### config.mk
export PLATFORM = sky130hd
export DESIGN_NAME = register_file_sb
export DESIGN_NICKNAME = d
export VERILOG_FILES = /design/src/rtl/register_file_sb.sv
export SDC_FILE = /design/constraint.sdc
export NUM_CORES = 2
export LEC_CHECK = 0
export BUFFER_PORTS_ARGS = -buffer_cell sky130_fd_sc_hd__clkbuf_2
export CORE_MARGIN = 4
export CORE_UTILIZATION = 40
export CTS_CLUSTER_DIAMETER = 50
export DETAILED_ROUTE_END_ITERATION = 12
export PLACE_DENSITY = 0.54
export RECOVER_POWER = 25
export SKIP_CTS_REPAIR_TIMING = 1
export SYNTH_ARGS = -nofsm -noshare
export SYNTH_HDL_FRONTEND = slang
export SYNTH_SLANG_ARGS = --single-unit
### constraint.sdc
create_clock -name clk -period 7.8 [get_ports clk]
set_input_delay 0.78 -clock clk [delete_from_list [all_inputs] [get_ports clk]]
set_output_delay 0.78 -clock clk [all_outputs]
set_load 0.005 [all_outputs]
### src/rtl/register_file_sb.sv
// register_file_sb: XLEN-wide register file with NRD combinational read ports and a busy scoreboard.
// Optional same-cycle write-to-read bypass is enabled by defining REGFILE_WRITE_BYPASS_EN.
module register_file_sb #(
  parameter int XLEN  = 32,
  parameter int NREGS = 32,
  parameter int NRD   = 2,
  localparam int AW   = $clog2(NREGS)
) (
  input  logic                clk,
  input  logic                rst_n,
  input  logic [NRD*AW-1:0]   rs_addr,
  output logic [NRD*XLEN-1:0] rs_data,
  output logic [NRD-1:0]      rs_busy,
  input  logic                we,
  input  logic [AW-1:0]       rd_addr,
  input  logic [XLEN-1:0]     rd_data,
  input  logic                issue_valid,
  input  logic [AW-1:0]       issue_rd,
  input  logic                flush,
  output logic [AW:0]         busy_cnt
);

  logic [XLEN-1:0]  r_regs [NREGS];
  logic [NREGS-1:0] r_busy;
  logic [NREGS-1:0] w_busy_next;
  logic [AW:0]      r_busy_cnt;
  logic [AW:0]      w_cnt_next;
  logic             w_wr_en;
  logic             w_issue_en;

  assign w_wr_en    = we && (rd_addr != '0);
  assign w_issue_en = issue_valid && (issue_rd != '0) && !flush;

  // Entry 0 is reset to zero and never written, so it reads as the hardwired zero.
  always_ff @(posedge clk or negedge rst_n) begin
    if (!rst_n) begin
      for (int i = 0; i < NREGS; i++) r_regs[i] <= '0;
    end else if (w_wr_en) begin
      r_regs[rd_addr] <= rd_data;
    end
  end

  // Issue is applied after writeback so a same-register collision leaves the new producer busy.
  always_comb begin
    w_busy_next = r_busy;
    if (flush) begin
      w_busy_next = '0;
    end else begin
      if (w_wr_en)    w_busy_next[rd_addr]  = 1'b0;
      if (w_issue_en) w_busy_next[issue_rd] = 1'b1;
    end
    w_busy_next[0] = 1'b0;
  end

  always_comb begin
    w_cnt_next = '0;
    for (int i = 1; i < NREGS; i++) w_cnt_next = w_cnt_next + {{AW{1'b0}}, w_busy_next[i]};
  end

  always_ff @(posedge clk or negedge rst_n) begin
    if (!rst_n) begin
      r_busy     <= '0;
      r_busy_cnt <= '0;
    end else begin
      r_busy     <= w_busy_next;
      r_busy_cnt <= w_cnt_next;
    end
  end

  assign busy_cnt = r_busy_cnt;

  genvar gi;
  generate
    for (gi = 0; gi < NRD; gi++) begin : g_rd
      logic [AW-1:0] w_addr;
      assign w_addr = rs_addr[gi*AW +: AW];
`ifdef REGFILE_WRITE_BYPASS_EN
      logic w_hit;
      assign w_hit = w_wr_en && (w_addr == rd_addr);
      assign rs_data[gi*XLEN +: XLEN] = w_hit ? rd_data : r_regs[w_addr];
      assign rs_busy[gi] = w_hit ? (issue_valid && (issue_rd == rd_addr)) : r_busy[w_addr];
`else
      assign rs_data[gi*XLEN +: XLEN] = r_regs[w_addr];
      assign rs_busy[gi] = r_busy[w_addr];
`endif
    end
  endgenerate

endmodule

======== Yosys cells after proc, flatten, opt, wreduce, memory -nomap -nowiden ========
Cells that the tools add are included.
cells by class
  $add $sub $neg .......................... 30
  multipliers ............................. 0
  divide/modulo/power cells ............... 0
  $lt $le $gt $ge ......................... 10
  equal/unequal tests ..................... 0
  shifts and indexed selects .............. 0
  muxes and demuxes ....................... 21
  bitwise logic cells ..................... 6
  reduce and logical (&&, ||, !) cells .... 9
operator list
  kind                                                         number
  bitwise mux 1024 bit                                         1
  binary-select mux 32 bit (select 5 bit)                      2
  2-to-1 mux 32 bit                                            9
  demux 32 bit (select 5 bit)                                  1
  adder 6 x 1 -> 6 bit                                         25
  AND 32 bit                                                   1
  inverter 32 bit                                              1
  bitwise OR 32 bit                                            1
  less-than comparator 5 x 6 -> 1 bit (second input constant)  4
  >= comparator 6 bit (second input constant)                  3
  inverter 5 -> 6 bit                                          3
  binary-select mux 1 bit (select 5 bit)                       2
  demux 1 bit (select 5 bit)                                   2
  >= comparator 5 x 1 -> 1 bit (second input constant)         2
  nonzero test 5 bit                                           2
  adder 5 x 1 -> 6 bit                                         1
  logical AND 1 bit                                            6
  less-than comparator 6 x 1 -> 1 bit (second input constant)  1
  adder 4 x 1 -> 5 bit                                         1
  adder 3 x 1 -> 4 bit                                         1
  2-to-1 mux 1 bit                                             4
  adder 2 x 1 -> 3 bit                                         1
  adder 1 x 1 -> 2 bit                                         1
  logical NOT 1 bit                                            1
storage, ports and cells
  register bits after elaboration ......... 1061
  bits in latches ......................... 0
  RAM bits ................................ 0
  memory bits (read-only) ................. 0
  bits of input ports ..................... 57
  output and inout bits ................... 72
  word-level logic and storage cells ...... 110
  memories kept ........................... 0

======== Longest topological paths before layout ========
  depth after elaboration ................. 41
  gate-level depth with buffers ........... 22
  gate-level depth less buffers ........... 21

======== Worst setup path before layout ========
OpenSTA, ideal clock, no wires.
  kind .................................... input to register
  start point ............................. input port rd_addr[1]
  end point ............................... register r_busy_cnt[4] (netlist: busy_cnt[4])
  setup time .............................. 80 ps
  arrival time ............................ 6144 ps
  data required time ...................... 7720 ps
  path slack .............................. 1576 ps
  stages on the path ...................... 19
  buffers on the path ..................... 2
  cells stage by stage .................... buf_4 > nor2b_1 > nand2_1 > nor2_2 > buf_2 > o21ai_0 > fa_1 > inv_1 > fa_1 > fa_1 > fa_1 > fa_1 > fa_1 > inv_1 > fa_1 > fa_1 > a21o_1 > a21oi_1 > xnor2_1
between the ends
  elaborated cells on any way between the ends .. 44
  those cells by class .................... 30 x add/sub; 2 x order compare; 6 x mux; 3 x bitwise; 3 x reduce/logical
RTL lines
  element                                                                                                    RTL line  source
  from (decl)                                                                                                15        input logic [AW-1:0] rd_addr,
  less-than comparator 5 x 6 -> 1 bit (implied by the code) or >= comparator 5 x 1 -> 1 bit (tied branches)  49        if (w_wr_en) w_busy_next[rd_addr] = 1'b0;
  logical AND 1 bit (implied by the code)                                                                    49
  2-to-1 mux 1 bit (implied by the code)                                                                     49
  demux 1 bit (select 5 bit)                                                                                 49
  inverter 32 bit (no line)                                                                                  --
  AND 32 bit (no line)                                                                                       --
  2-to-1 mux 32 bit (*)                                                                                      49
  2-to-1 mux 32 bit (*)                                                                                      46        if (flush) begin
  bitwise OR 32 bit (no line)                                                                                --
  2-to-1 mux 32 bit (*)                                                                                      50        if (w_issue_en) w_busy_next[issue_rd] = 1'b1;
  2-to-1 mux 32 bit (*)                                                                                      46
  via w_busy_next[14]                                                                                        25        logic [NREGS-1:0] w_busy_next;
  adder 6 x 1 -> 6 bit (*) (18 in a row)                                                                     57        for (int i = 1; i < NREGS; i++) w_cnt_next = w_cnt_next + {{AW{1'b0}}, w_busy_next[i]};
  via w_cnt_next[4]                                                                                          27        logic [AW:0] w_cnt_next;
  to (signal assigned)                                                                                       66        r_busy_cnt <= w_cnt_next;
  to (decl)                                                                                                  26        logic [AW:0] r_busy_cnt;
Mark *: on every way through the listed nets, which the timed path passes. The rest lies on a longest branch. The select of a mux whose other input is x is not followed.
A chain may end at the register's enable or synchronous reset.

======== Worst setup path after layout ========
  start point ............................. input port we
  end point ............................... register r_busy_cnt[4] (netlist: busy_cnt[4])
between the ends
  elaborated cells on any way between the ends .. 36
  those cells by class .................... 30 x add/sub; 4 x mux; 1 x bitwise; 1 x reduce/logical
RTL lines
  element                                 RTL line  source
  from (decl)                             14        input logic we,
  logical AND 1 bit (*)                   31        assign w_wr_en = we && (rd_addr != '0);
  2-to-1 mux 32 bit (*)                   49
  2-to-1 mux 32 bit (*)                   46
  bitwise OR 32 bit (no line)             --
  2-to-1 mux 32 bit (*)                   50
  2-to-1 mux 32 bit (*)                   46
  via w_busy_next[6]                      25
  adder 5 x 1 -> 6 bit (*)                57
  adder 6 x 1 -> 6 bit (*) (25 in a row)  57
  via w_cnt_next[4]                       27
Marks and branches as above.

==> parameters.txt <==
Parameter                              Value

Status
  Outcome    finished, violations left
  Violations in the final reports    capacitance limit, slew limit

Logic synthesis
  Sequential area share after synthesis    47.90%
  Compound-cell area share of the yosys netlist    3.653%
  EDFF count, synth    0
  Predominant post-synthesis flop cell    sky130_fd_sc_hd__dfrtp_1
  Simple-Gate Fraction of Synth Area    2.244%
  Adder and majority gate portion of the synthesized area    0.9888%
  Syn. warnings    0
  FFs w/ async S/R, synth    100.0%
  Post-synthesis register bit count    1061
  Cell count after synthesis    3595
  Fraction of synthesized cell area in xor and xnor cells    0.04741%
  Largest family of logic cells by synthesized area    multiplexers
  Mux cell area share after synthesis    41.55%
  Area of the mapped netlist    55420 um^2
  Net count after synthesis    3682
  Synth Area per Inst    15.42 um^2
  Netlist cell types    46

CTS
  Root Buffer    sky130_fd_sc_hd__clkbuf_16
  TritonCTS clock tree    yes
  Source-to-sink clock delay at the later pin of the worst-skew pair    760 ps
  Clock-pin slew reported for the worst setup and hold paths after clock tree synthesis    50 ps
  Number of CTS-inserted buffers    142
  TritonCTS sink count    1061
  Number of levels in the clock H-tree    4
  Number of buffers on the longest clock path    3

Pwr
  Net load switching power    4354 uW
  Pleak    0.02661 uW
  Clock network fraction of total power    39.3%
  Cell-internal power    12310 uW
  Sw Share    26.13%
  Proportion of power drawn by flip-flops and latches    43.3%
  Power density relative to cell area    268.0 nW/um^2
  VDD IR-drop max    0.0002392 V
  Share of total power in combinational logic    17.4%

Timing
  Sum Neg Setup Slack    0 ps
  Clock Skew    22.37 ps
  Max-Slew Margin vs Limit    -264.5%
  Setup violations, final    0
  Least-Margin Pin Slew    5467 ps
  Period Utilization, post-route    85.80%
  Setup repair after global routing missed its margin    no
  Achievable Freq    149.4 MHz
  Final critical path time including I/O delays and setup    6692 ps
  Final Hold Viols    0
  Count of final max-slew check failures    88
  Hold slack final    390.0 ps

Die
  I/O pin count    129
  Starting density of the core    40.31%
  DIE HEIGHT    380.2 um
  Number of placement rows    136
  Floorplan Core Area    137500 um^2
  Width of the die    380.2 um
  Total Die Area    144600 um^2

Worst setup path
  Maximum fanout encountered on the critical timing path    13
  Category of the most critical setup path    in2reg
  Start of the worst register-to-register path    r_busy[26]
  Reg-to-reg slack, setup    2440 ps
  CP Data Required Time    8470 ps
  Start point of the critical path    we
  Capture point of the worst reg-to-reg path    busy_cnt[4]
  Setup crit end kind    flip-flop
  Logic depth of the worst register-to-register path    17
  Startpoint types    input port
  Data arrival time of the critical path    7360 ps

GRT
  Number of global-route vias before repair    35910
  GRT Residual Overflow    0
  Total routing usage reported by global routing    24.24%
  Wire length of the first global-routing pass    256.7 mm
  Number of antenna violations at the first check in global routing    10
  Maximum number of pins on one net before global-route repair    166

Cells and area
  Fraction of layout cells with a size suffix above 1    54.23%
  Area of all placed cells without fillers    62160 um^2
  Final Core Density    45.21%
  Layout-stage area growth over the synthesis result    12.15%
  Number of nets at the end of the flow    3629

Route
  Detailed-route DRC error count    0
  Routed vias    34380
  Average detailed-routed wire length per instance    32.26 um
  Ratio of routed vias to standard cells    6.311
  Number of nets with antenna violations after routing    0
  Number of iterations in the first detailed-routing pass    7
  Wire length after detailed routing    175.7 mm
  Violation count after the first detailed-routing iteration    2445

Hold path
  Count of cells along the worst hold path    0
  Path category of the worst min-delay check    reg2reg
  Hold_sp    r_regs[1001]
  Hold Crit Endpoint    r_regs[1001]

Placement
  Buffers added on ports    128
  Post-DP HPWL    91.97 mm
  RePlAce Congestion    0.8122
  Placement Cell Area    57510 um^2

Run
  Max_cap viols    1
-- kinds of logic after synthesis --
family	after synthesis
mux	1528
flops	1061
buf+inv	435
compound gates	321
simple gates	217
fa+ha+maj	30
xor+xnor	3
-- layer usage --
metal | up-vias | part of all wire [%] | track usage [%]
met3 | 337 | 5.5 | 4.194
met2 | 1071 | 48 | 39.52
met1 | 18970 | 42 | 32.73
met5 | - | 0.019 | 0
li1 | 13990 | - | -
met4 | 4 | 3.8 | 8.990
-- power by group through the flow --
| stage | clock network (uW) | logic [uW] | registers (uW) |
|---|---|---|---|
| 2_1_floorplan | 0 | 2280 | 7050 |
| 3_5_place_dp | 0 | 2930 | 7280 |
| 6_report | 6550 | 2900 | 7210 |
| 3_3_place_gp | 0 | 2880 | 7230 |
| 4_1_cts | 6690 | 2930 | 7190 |
| 5_1_grt | 6910 | 3120 | 7340 |
-- cell usage in the layout, fill, tap and decap left out, types with 29 or more instances in the layout --
| cell | instances |
|---|---|
| sky130_fd_sc_hd__clkbuf_16 | 146 |
| sky130_fd_sc_hd__mux4_2 | 518 |
| sky130_fd_sc_hd__mux2_2 | 980 |
| sky130_fd_sc_hd__nor4_1 | 68 |
| sky130_fd_sc_hd__inv_1 | 29 |
| sky130_fd_sc_hd__buf_4 | 66 |
| sky130_fd_sc_hd__nand2_1 | 29 |
| sky130_fd_sc_hd__clkbuf_2 | 119 |
| sky130_fd_sc_hd__o22ai_1 | 256 |
| sky130_fd_sc_hd__dfrtp_1 | 1061 |
-- how the worst max path moves through the flow --
stage	to	slack, ps	cells past startpoint
floorplan	busy_cnt[4]	1580	19
global placement	busy_cnt[4]	970	20
detailed placement	busy_cnt[4]	940	20
CTS	busy_cnt[4]	1700	20
global route	busy_cnt[4]	810	19
finish	busy_cnt[4]	1110	19
-- registers in the layout, summed over array words and instances (netlist names) --
register / cells
r_busy: 31
busy_cnt: 6
r_regs: 1024
-- Yosys cell counts, types with 20 or more instances --
library cell,count,share of area (%)
sky130_fd_sc_hd__dfrtp_1,1061,48
sky130_fd_sc_hd__mux2_2,980,20
sky130_fd_sc_hd__mux4_2,518,21
sky130_fd_sc_hd__o22ai_1,256,2.9
sky130_fd_sc_hd__clkbuf_1,202,1.4
sky130_fd_sc_hd__buf_2,129,1.2
sky130_fd_sc_hd__nor4_1,65,0.73
sky130_fd_sc_hd__buf_4,56,0.76
sky130_fd_sc_hd__nand2_1,47,0.32
sky130_fd_sc_hd__inv_1,29,0.20
sky130_fd_sc_hd__nor2_1,28,0.19
sky130_fd_sc_hd__fa_1,23,0.83
sky130_fd_sc_hd__mux2_1,20,0.41
-- critical path: stages --
cell and delay [ps]:
sky130_fd_sc_hd__clkbuf_1 270, sky130_fd_sc_hd__nor4bb_1 340, sky130_fd_sc_hd__clkbuf_1 310, sky130_fd_sc_hd__nand2_1 710, sky130_fd_sc_hd__a22oi_1 390, sky130_fd_sc_hd__nor2_1 110, sky130_fd_sc_hd__fa_1 530, sky130_fd_sc_hd__inv_1 60
sky130_fd_sc_hd__fa_1 520, sky130_fd_sc_hd__fa_1 430, sky130_fd_sc_hd__fa_1 520, sky130_fd_sc_hd__fa_1 460, sky130_fd_sc_hd__fa_1 500, sky130_fd_sc_hd__inv_1 50, sky130_fd_sc_hd__fa_1 420, sky130_fd_sc_hd__fa_1 470
sky130_fd_sc_hd__a21o_1 180, sky130_fd_sc_hd__a21oi_1 160, sky130_fd_sc_hd__xnor2_1 130
-- through the flow --
stage                     setup WS [ps]  instances  power (uW)
final                              1108       5447       16660
after global routing              808.3       5444       17370
after CTS                          1696       5443       16810
after detailed placement          944.7       5192       10210
after global placement            967.6       5192       10110
after floorplan                    1576       3595        9335
-- final cells by class --
| type | count | area (um^2) |
|---|---|---|
| Multi-Input combinational cell | 2099 | 27080 |
| Antenna cell | 4 | 10.01 |
| Clock buffer | 188 | 4051 |
| Inverter | 29 | 108.9 |
| Fill cell | 12260 | 75330 |
| Clock inverter | 63 | 680.7 |
| Sequential cell | 1061 | 26550 |
| Timing Repair Buffer | 209 | 1438 |
| Tap cell | 1794 | 2245 |
Note: power is estimated with default switching activity, not from simulation.
